[config.mk]
export PLATFORM = sky130hd
export DESIGN_NAME = ieee_divide_seq_flat
export DESIGN_NICKNAME = d
export VERILOG_FILES = /design/src/rtl/fp_pkg.sv /design/src/rtl/ieee_divide_seq_if.sv /design/src/rtl/fp_classify.sv /design/src/rtl/ieee_divide_seq.sv /design/src/flat_wrapper.sv
export SDC_FILE = /design/constraint.sdc
export NUM_CORES = 1
export LEC_CHECK = 0
export CORE_ASPECT_RATIO = 1.75
export CORE_MARGIN = 3
export CORE_UTILIZATION = 45
export CTS_BUF_LIST = sky130_fd_sc_hd__clkbuf_16
export DETAILED_ROUTE_END_ITERATION = 7
export DONT_BUFFER_PORTS = 1
export PLACE_DENSITY_LB_ADDON = 0.1
export SKIP_LAST_GASP = 1
export SYNTH_ARGS = -nofsm -noshare
export SYNTH_HDL_FRONTEND = slang
export SYNTH_HIERARCHICAL = 1
export SYNTH_SLANG_ARGS = --single-unit
[constraint.sdc]
create_clock -name clk -period 4.1 [get_ports clk]
set_input_delay 0 -clock clk [delete_from_list [all_inputs] [get_ports clk]]
set_output_delay 0 -clock clk [all_outputs]
set_load 0.05 [all_outputs]
[src/rtl/fp_pkg.sv]
// rtl/fp_pkg.sv - shared single-precision constants and types for the fp datapath
package fp_pkg;

    localparam int EXP_W  = 8;
    localparam int FRAC_W = 23;
    localparam int BIAS   = 127;

    localparam logic [31:0] QNAN    = 32'h7FC00000;
    localparam logic [31:0] POS_INF = 32'h7F800000;

    typedef enum logic [2:0] {
        IDLE,
        UNPACK,
        DIVIDE,
        NORM,
        DONE
    } div_state_t;

    typedef struct packed {
        logic invalid;
        logic div_by_zero;
        logic overflow;
        logic underflow;
    } fp_flags_t;

    typedef struct packed {
        logic is_zero;
        logic is_inf;
        logic is_nan;
        logic is_denorm;
    } fp_class_t;

endpackage

[src/rtl/ieee_divide_seq_if.sv]
// rtl/ieee_divide_seq_if.sv - operand/result handshake bundle for the divider
interface ieee_divide_seq_if;
    import fp_pkg::*;

    logic        in_valid;
    logic        in_ready;
    logic [31:0] a;
    logic [31:0] b;
    logic        out_valid;
    logic        out_ready;
    logic [31:0] c;
    fp_flags_t   flags;

    modport master (
        output in_valid, a, b, out_ready,
        input  in_ready, out_valid, c, flags
    );

    modport slave (
        input  in_valid, a, b, out_ready,
        output in_ready, out_valid, c, flags
    );

endinterface

[src/rtl/fp_classify.sv]
// rtl/fp_classify.sv - combinational unpack of one single-precision operand
module fp_classify
    import fp_pkg::*;
(
    input  logic [31:0]      x,
    output logic             sign,
    output logic [EXP_W-1:0] expo,
    output logic [FRAC_W:0]  mant,
    output fp_class_t        cls
);

    logic [EXP_W-1:0]  e;
    logic [FRAC_W-1:0] f;
    logic              e_zero;
    logic              e_ones;
    logic              f_zero;

    assign e      = x[FRAC_W +: EXP_W];
    assign f      = x[FRAC_W-1:0];
    assign e_zero = (e == '0);
    assign e_ones = (e == '1);
    assign f_zero = (f == '0);

    assign sign = x[31];
    assign expo = e;
    // Hidden bit is only set for normals; denormal mantissas are never used downstream.
    assign mant = {~e_zero, f};

    assign cls.is_zero   = e_zero & f_zero;
    assign cls.is_denorm = e_zero & ~f_zero;
    assign cls.is_inf    = e_ones & f_zero;
    assign cls.is_nan    = e_ones & ~f_zero;

endmodule

[src/rtl/ieee_divide_seq.sv]
// rtl/ieee_divide_seq.sv - iterative single-precision divider, restoring radix-2, round toward zero
module ieee_divide_seq #(
    parameter int EXP_W  = fp_pkg::EXP_W,
    parameter int FRAC_W = fp_pkg::FRAC_W,
    parameter int BIAS   = fp_pkg::BIAS
) (
    input logic              clk,
    input logic              rst_n,
    ieee_divide_seq_if.slave bus
);
    import fp_pkg::*;

    localparam int MW = FRAC_W + 1;
    localparam int QW = FRAC_W + 2;
    localparam int RW = FRAC_W + 3;
    localparam int EW = EXP_W + 2;
    localparam int CW = $clog2(QW);
    localparam logic [EW-1:0] E_MAX = EW'((1 << EXP_W) - 1);

    div_state_t              state;
    logic [31:0]             a_q;
    logic [31:0]             b_q;
    logic                    sign_q;
    logic signed [EW-1:0]    e_q;
    logic [RW-1:0]           rem_q;
    logic [MW-1:0]           div_q;
    logic [QW-1:0]           q_q;
    logic [CW-1:0]           cnt_q;
    logic                    out_valid_q;
    logic [31:0]             c_q;
    fp_flags_t               flags_q;

    logic                    sa;
    logic                    sb;
    logic [EXP_W-1:0]        ea;
    logic [EXP_W-1:0]        eb;
    logic [MW-1:0]           ma;
    logic [MW-1:0]           mb;
    fp_class_t               ca;
    fp_class_t               cb;

    fp_classify u_class_a (.x(a_q), .sign(sa), .expo(ea), .mant(ma), .cls(ca));
    fp_classify u_class_b (.x(b_q), .sign(sb), .expo(eb), .mant(mb), .cls(cb));

    logic                    za;
    logic                    zb;
    logic                    res_sign;
    logic signed [EW-1:0]    e_calc;

    // Denormals are flushed, so they take the same special-case paths as zero.
    assign za       = ca.is_zero | ca.is_denorm;
    assign zb       = cb.is_zero | cb.is_denorm;
    assign res_sign = sa ^ sb;
    assign e_calc   = EW'(ea) - EW'(eb) + EW'(BIAS);

    logic                    special;
    logic [31:0]             spec_c;
    fp_flags_t               spec_flags;

    always_comb begin
        special    = 1'b1;
        spec_c     = QNAN;
        spec_flags = '0;
        if (ca.is_nan || cb.is_nan) begin
            spec_flags.invalid = 1'b1;
        end else if ((za && zb) || (ca.is_inf && cb.is_inf)) begin
            spec_flags.invalid = 1'b1;
        end else if (ca.is_inf) begin
            spec_c = {res_sign, POS_INF[30:0]};
        end else if (zb) begin
            spec_c                 = {res_sign, POS_INF[30:0]};
            spec_flags.div_by_zero = 1'b1;
        end else if (za || cb.is_inf) begin
            spec_c = {res_sign, 31'b0};
        end else begin
            special = 1'b0;
            spec_c  = '0;
        end
    end

    logic                    ge;
    logic [RW-1:0]           diff;

    assign ge   = (rem_q >= RW'(div_q));
    assign diff = ge ? (rem_q - RW'(div_q)) : rem_q;

    logic signed [EW-1:0]    e_norm;
    logic [FRAC_W-1:0]       m_norm;
    logic                    ovf;
    logic                    unf;

    // The quotient lies in [2^23, 2^25); its top bit picks the normalising shift.
    assign e_norm = q_q[QW-1] ? e_q : (e_q - EW'(1));
    assign m_norm = q_q[QW-1] ? q_q[QW-2:1] : q_q[QW-3:0];
    assign unf    = e_norm[EW-1] || (e_norm == '0);
    assign ovf    = !e_norm[EW-1] && (e_norm >= E_MAX);

    always_ff @(posedge clk or negedge rst_n) begin
        if (!rst_n) begin
            state       <= IDLE;
            a_q         <= '0;
            b_q         <= '0;
            sign_q      <= 1'b0;
            e_q         <= '0;
            rem_q       <= '0;
            div_q       <= '0;
            q_q         <= '0;
            cnt_q       <= '0;
            out_valid_q <= 1'b0;
            c_q         <= '0;
            flags_q     <= '0;
        end else begin
            case (state)
                IDLE: begin
                    if (bus.in_valid) begin
                        a_q   <= bus.a;
                        b_q   <= bus.b;
                        state <= UNPACK;
                    end
                end
                UNPACK: begin
                    sign_q <= res_sign;
                    e_q    <= e_calc;
                    rem_q  <= RW'(ma);
                    div_q  <= mb;
                    q_q    <= '0;
                    cnt_q  <= '0;
                    if (special) begin
                        c_q         <= spec_c;
                        flags_q     <= spec_flags;
                        out_valid_q <= 1'b1;
                        state       <= DONE;
                    end else begin
                        state <= DIVIDE;
                    end
                end
                DIVIDE: begin
                    rem_q <= {diff[RW-2:0], 1'b0};
                    q_q   <= {q_q[QW-2:0], ge};
                    cnt_q <= cnt_q + CW'(1);
                    if (cnt_q == CW'(QW - 1)) begin
                        state <= NORM;
                    end
                end
                NORM: begin
                    out_valid_q <= 1'b1;
                    state       <= DONE;
                    if (ovf) begin
                        c_q              <= {sign_q, POS_INF[30:0]};
                        flags_q.overflow <= 1'b1;
                    end else if (unf) begin
                        c_q               <= {sign_q, 31'b0};
                        flags_q.underflow <= 1'b1;
                    end else begin
                        c_q <= {sign_q, e_norm[EXP_W-1:0], m_norm};
                    end
                end
                DONE: begin
                    if (bus.out_ready) begin
                        out_valid_q <= 1'b0;
                        c_q         <= '0;
                        flags_q     <= '0;
                        state       <= IDLE;
                    end
                end
                default: begin
                    state <= IDLE;
                end
            endcase
        end
    end

    assign bus.in_ready  = (state == IDLE);
    assign bus.out_valid = out_valid_q;
    assign bus.c         = c_q;
    assign bus.flags     = flags_q;

endmodule

[src/flat_wrapper.sv]
// flat-port wrapper written by rule: the top's interface ports become plain ports
module ieee_divide_seq_flat import fp_pkg::*;
#(
    parameter int EXP_W  = fp_pkg::EXP_W,
    parameter int FRAC_W = fp_pkg::FRAC_W,
    parameter int BIAS   = fp_pkg::BIAS
)
  (clk, rst_n, bus_in_valid, bus_a, bus_b, bus_out_ready, bus_in_ready, bus_out_valid, bus_c, bus_flags);
  ieee_divide_seq_if bus_i ();
  input logic clk;
  input logic rst_n;
  input wire logic [$bits(bus_i.in_valid)-1:0] bus_in_valid;
  input wire logic [$bits(bus_i.a)-1:0] bus_a;
  input wire logic [$bits(bus_i.b)-1:0] bus_b;
  input wire logic [$bits(bus_i.out_ready)-1:0] bus_out_ready;
  output wire logic [$bits(bus_i.in_ready)-1:0] bus_in_ready;
  output wire logic [$bits(bus_i.out_valid)-1:0] bus_out_valid;
  output wire logic [$bits(bus_i.c)-1:0] bus_c;
  output wire logic [$bits(bus_i.flags)-1:0] bus_flags;
  assign bus_i.in_valid = bus_in_valid;
  assign bus_i.a = bus_a;
  assign bus_i.b = bus_b;
  assign bus_i.out_ready = bus_out_ready;
  assign bus_in_ready = bus_i.in_ready;
  assign bus_out_valid = bus_i.out_valid;
  assign bus_c = bus_i.c;
  assign bus_flags = bus_i.flags;
  ieee_divide_seq #(.EXP_W(EXP_W), .FRAC_W(FRAC_W), .BIAS(BIAS)) u_core (.clk(clk), .rst_n(rst_n), .bus(bus_i));
endmodule
==> out/qor.txt <==
Hold WS -> -754 ps
Setup TNS Final -> 0 ps
Synth Register Bits -> 195
Syn Inst Count -> 1123
Hold-fix buffers, CTS -> 66
post-route setup slack -> 656 ps
vias in the first global route -> 8212
diode count -> 0
total grt overflow -> 0
worst slack, placed -> 680 ps
Rel. slew slack -> 20.3%
per-cell routed wire length -> 19.3 µm
WP data required -> 4440 ps
CTS tree -> built
failing checks -> hold timing
fin crit period -> 3440 ps
post-layout util -> 50.4%
top cell type's share of synthesized area -> 44.7%
layout cells sized above 1 -> 10.9%
Setup crit end kind -> flop
WL final -> 27.3 mm
Post-synth EDFFs -> 0
ys async rst share -> 100%
min-delay worst type -> input port to async pin
area grow syn2layout -> 9.04%
CTS Buffer Depth -> 2
power per cell area -> 970 nW/µm²
Worst Tran Pin Value -> 1190 ps
Die Y-Extent -> 212 µm
Die W -> 124 µm
Max FO, Critical Path -> 25
Post-Syn Area per Cell -> 9.72 µm²
DR vias/cell -> 5.61
core area -> 23600 µm²
first-pass GRT wire length -> 43.6 mm
Resized Gates After CTS -> 0
initial antenna violation count -> 0
top post-synthesis cells by area -> dfrtp_1, mux2_2, nand2_1, buf_4, ha_1
total power -> 11.5 mW
Num CTS Buffers -> 17
post-synthesis mux area share -> 10.1%
Starting Density -> 46.2%
Placed Instance Area -> 10700 µm²
yosys warns -> 6
Root Driver -> clkbuf_16
Skew-Pair Late Insertion Delay -> 450 ps
Design Area, Final -> 11900 µm²
most common flop cell mapped by yosys -> dfrtp_1
worst path cell trace -> inv_1 -> ha_1 -> fa_1 -> nor2b_1 -> o31a_1 -> o211ai_1 -> a2111oi_1 -> or3_1 -> and2_4 -> mux2_4 -> a21o_1
Final #Nets -> 1206
Slew Limit Fails -> 0
Fillers -> 2234
Post-Syn Nets -> 1229
final hold vios -> 195
Final GP Congestion -> 0.880
Detailed Place HPWL -> 19.7 mm
Clock transition at path regs -> 70 ps
RSZ-0062 raised after global routing -> no
critical path startpoint -> u_core/rem_q[0]
max-cap violations -> 0
Port Buffers -> 0
Netlist cell types -> 67
Setup Skew -> 8.38 ps
DR vias -> 7939
Pre-Repair DR Iteration Count -> 5
Max Freq -> 290 MHz
post-synthesis xor/xnor area fraction -> 3.05%
commonest cells after routing, fill and taps aside -> dfrtp_1, nand2_1, o21ai_0, dlygate4sd3_1, mux2_2
Post-Synth Adder-Cell Area -> 4.49%
ANT nets after route -> 0
Worst Path Arrival -> 3790 ps
Max IR drop VDD -> 0.000502 V
post-synthesis simple-gate area fraction -> 14.5%
element type at the critical path start -> flop
Setup violations, final -> 0
largest net degree at the start of global routing -> 196
DRC Markers -> 0
# rows -> 74
Synth Cell Area -> 10900 µm²
critical path class -> flop to flop
IO Count -> 106
H-tree depth -> 4
reg2reg start -> u_core/rem_q[0]
part of the Yosys area used for sequential elements -> 44.7%
fin crit share -> 84.0%
DR iter-0 viols -> 443
complex-gate fraction of the synthesized area -> 15.0%
Critical-path top delay cell -> a2111oi_1
cell accounting for the most synthesized area -> dfrtp_1
Worst path max stage delay -> 600 ps
total track usage -> 21.8%
Clock Sinks -> 195
main combinational cell family by area after synthesis -> compound AO/OA/AOI/OAI gates
status -> finished with violations
total die area -> 26200 µm²
Leak -> 5.08 nW
commonest non-fill, non-tap cell in the layout -> dfrtp_1
[state kept, by name (all words and copies together), names as in the netlist, 3 cells and up]
signal / cells
u_core/q_q: 25
u_core/b_q: 32
u_core/cnt_q: 5
u_core/bus.flags: 4
u_core/a_q: 32
u_core/state: 3
u_core/div_q: 24
u_core/rem_q: 26
u_core/e_q: 10
u_core/bus.c: 32
[repair_timing]
item                                    4_1_cts  5_1_grt
hold endpoints to repair                    273      195
buffers inserted                              0        0
endpoints found under the setup margin        0        0
[cell families after synthesis]
| family | Yosys count |
|---|---|
| muxes | 102 |
| adders and majority gates | 38 |
| AOI/OAI and AO/OA | 261 |
| DFF | 195 |
| xor gates and xnor gates | 38 |
| buffers and inverters | 165 |
| and+or+nand+nor | 324 |
[critical path: cells and delay by family (launching register included)]
kind            cells  cell delay [ps]
mux                 1              330
simple gates        3              870
compound gates      4             1100
buf+inv             1               60
flops               1              340
fa+ha+maj           2              620
[Yosys cell counts (4+ instances only)]
master / instances
and2_1: 6
a21o_1: 13
a31oi_1: 11
nand3_1: 13
buf_4: 65
clkbuf_1: 40
a22o_1: 24
nor4_2: 6
mux2_2: 64
and3_1: 14
a211oi_1: 9
xnor2_1: 23
inv_1: 48
o21a_1: 8
o211ai_1: 9
or4_1: 4
o31ai_1: 5
buf_2: 5
nand2_1: 151
or2_2: 5
o21ai_0: 88
mux2i_1: 37
xor2_1: 15
nand2b_1: 4
nor2b_1: 9
nor2_1: 42
nor4_1: 13
nand4_1: 13
ha_1: 36
or3_1: 7
nor3_1: 21
o22ai_1: 9
buf_1: 5
a21oi_1: 56
dfrtp_1: 195
[path summary, 6_finish.rpt]
check	end	slack (ps)	cells past startpoint
setup / recovery	u_core/rem_q[5]	660	11
hold / removal	u_core/e_q[8]	-750	0
setup reg to reg	u_core/rem_q[5]	660	11
hold reg to reg	u_core/cnt_q[4]	480	1
max in group asynchronous	u_core/bus.c[12]	4500	0
min in group clk	u_core/a_q[2]	220	2
[stage by stage]
stage,std cells,hold slack (ps)
after floorplan,1123,-296
after global placement,1319,-288
after detailed placement,1319,-288
after CTS,1416,-776
after global routing,1416,-778
final,1416,-754
[area by class of cell]
cell class	instances	area [µm²]	share of cell area, %
Clock buffer	17	425	3.57
Clock inverter	14	140	1.18
Inverter	48	180	1.51
Multi-Input combinational cell	763	5170	43.4
Sequential cell	195	4880	41.0
Tap cell	304	380	3.20
Timing Repair Buffer	75	728	6.12
[metal layers]
layer	part of all wire, %	vias to the layer above	track usage [%]
li1	-	3870	-
met1	39	3864	23.9
met2	53	158	39.2
met3	3.6	47	4.05
met4	4.8	0	11.2
met5	0	-	0
[power by group]
| group | internal [mW] | leakage, nW | switching, mW |
|---|---|---|---|
| Sequential | 2.74 | 2.43 | 1.19 |
| Clock | 0.892 | 0.281 | 0.745 |
| Combinational | 2.54 | 2.37 | 3.45 |
(Power assumes the default switching activity.)
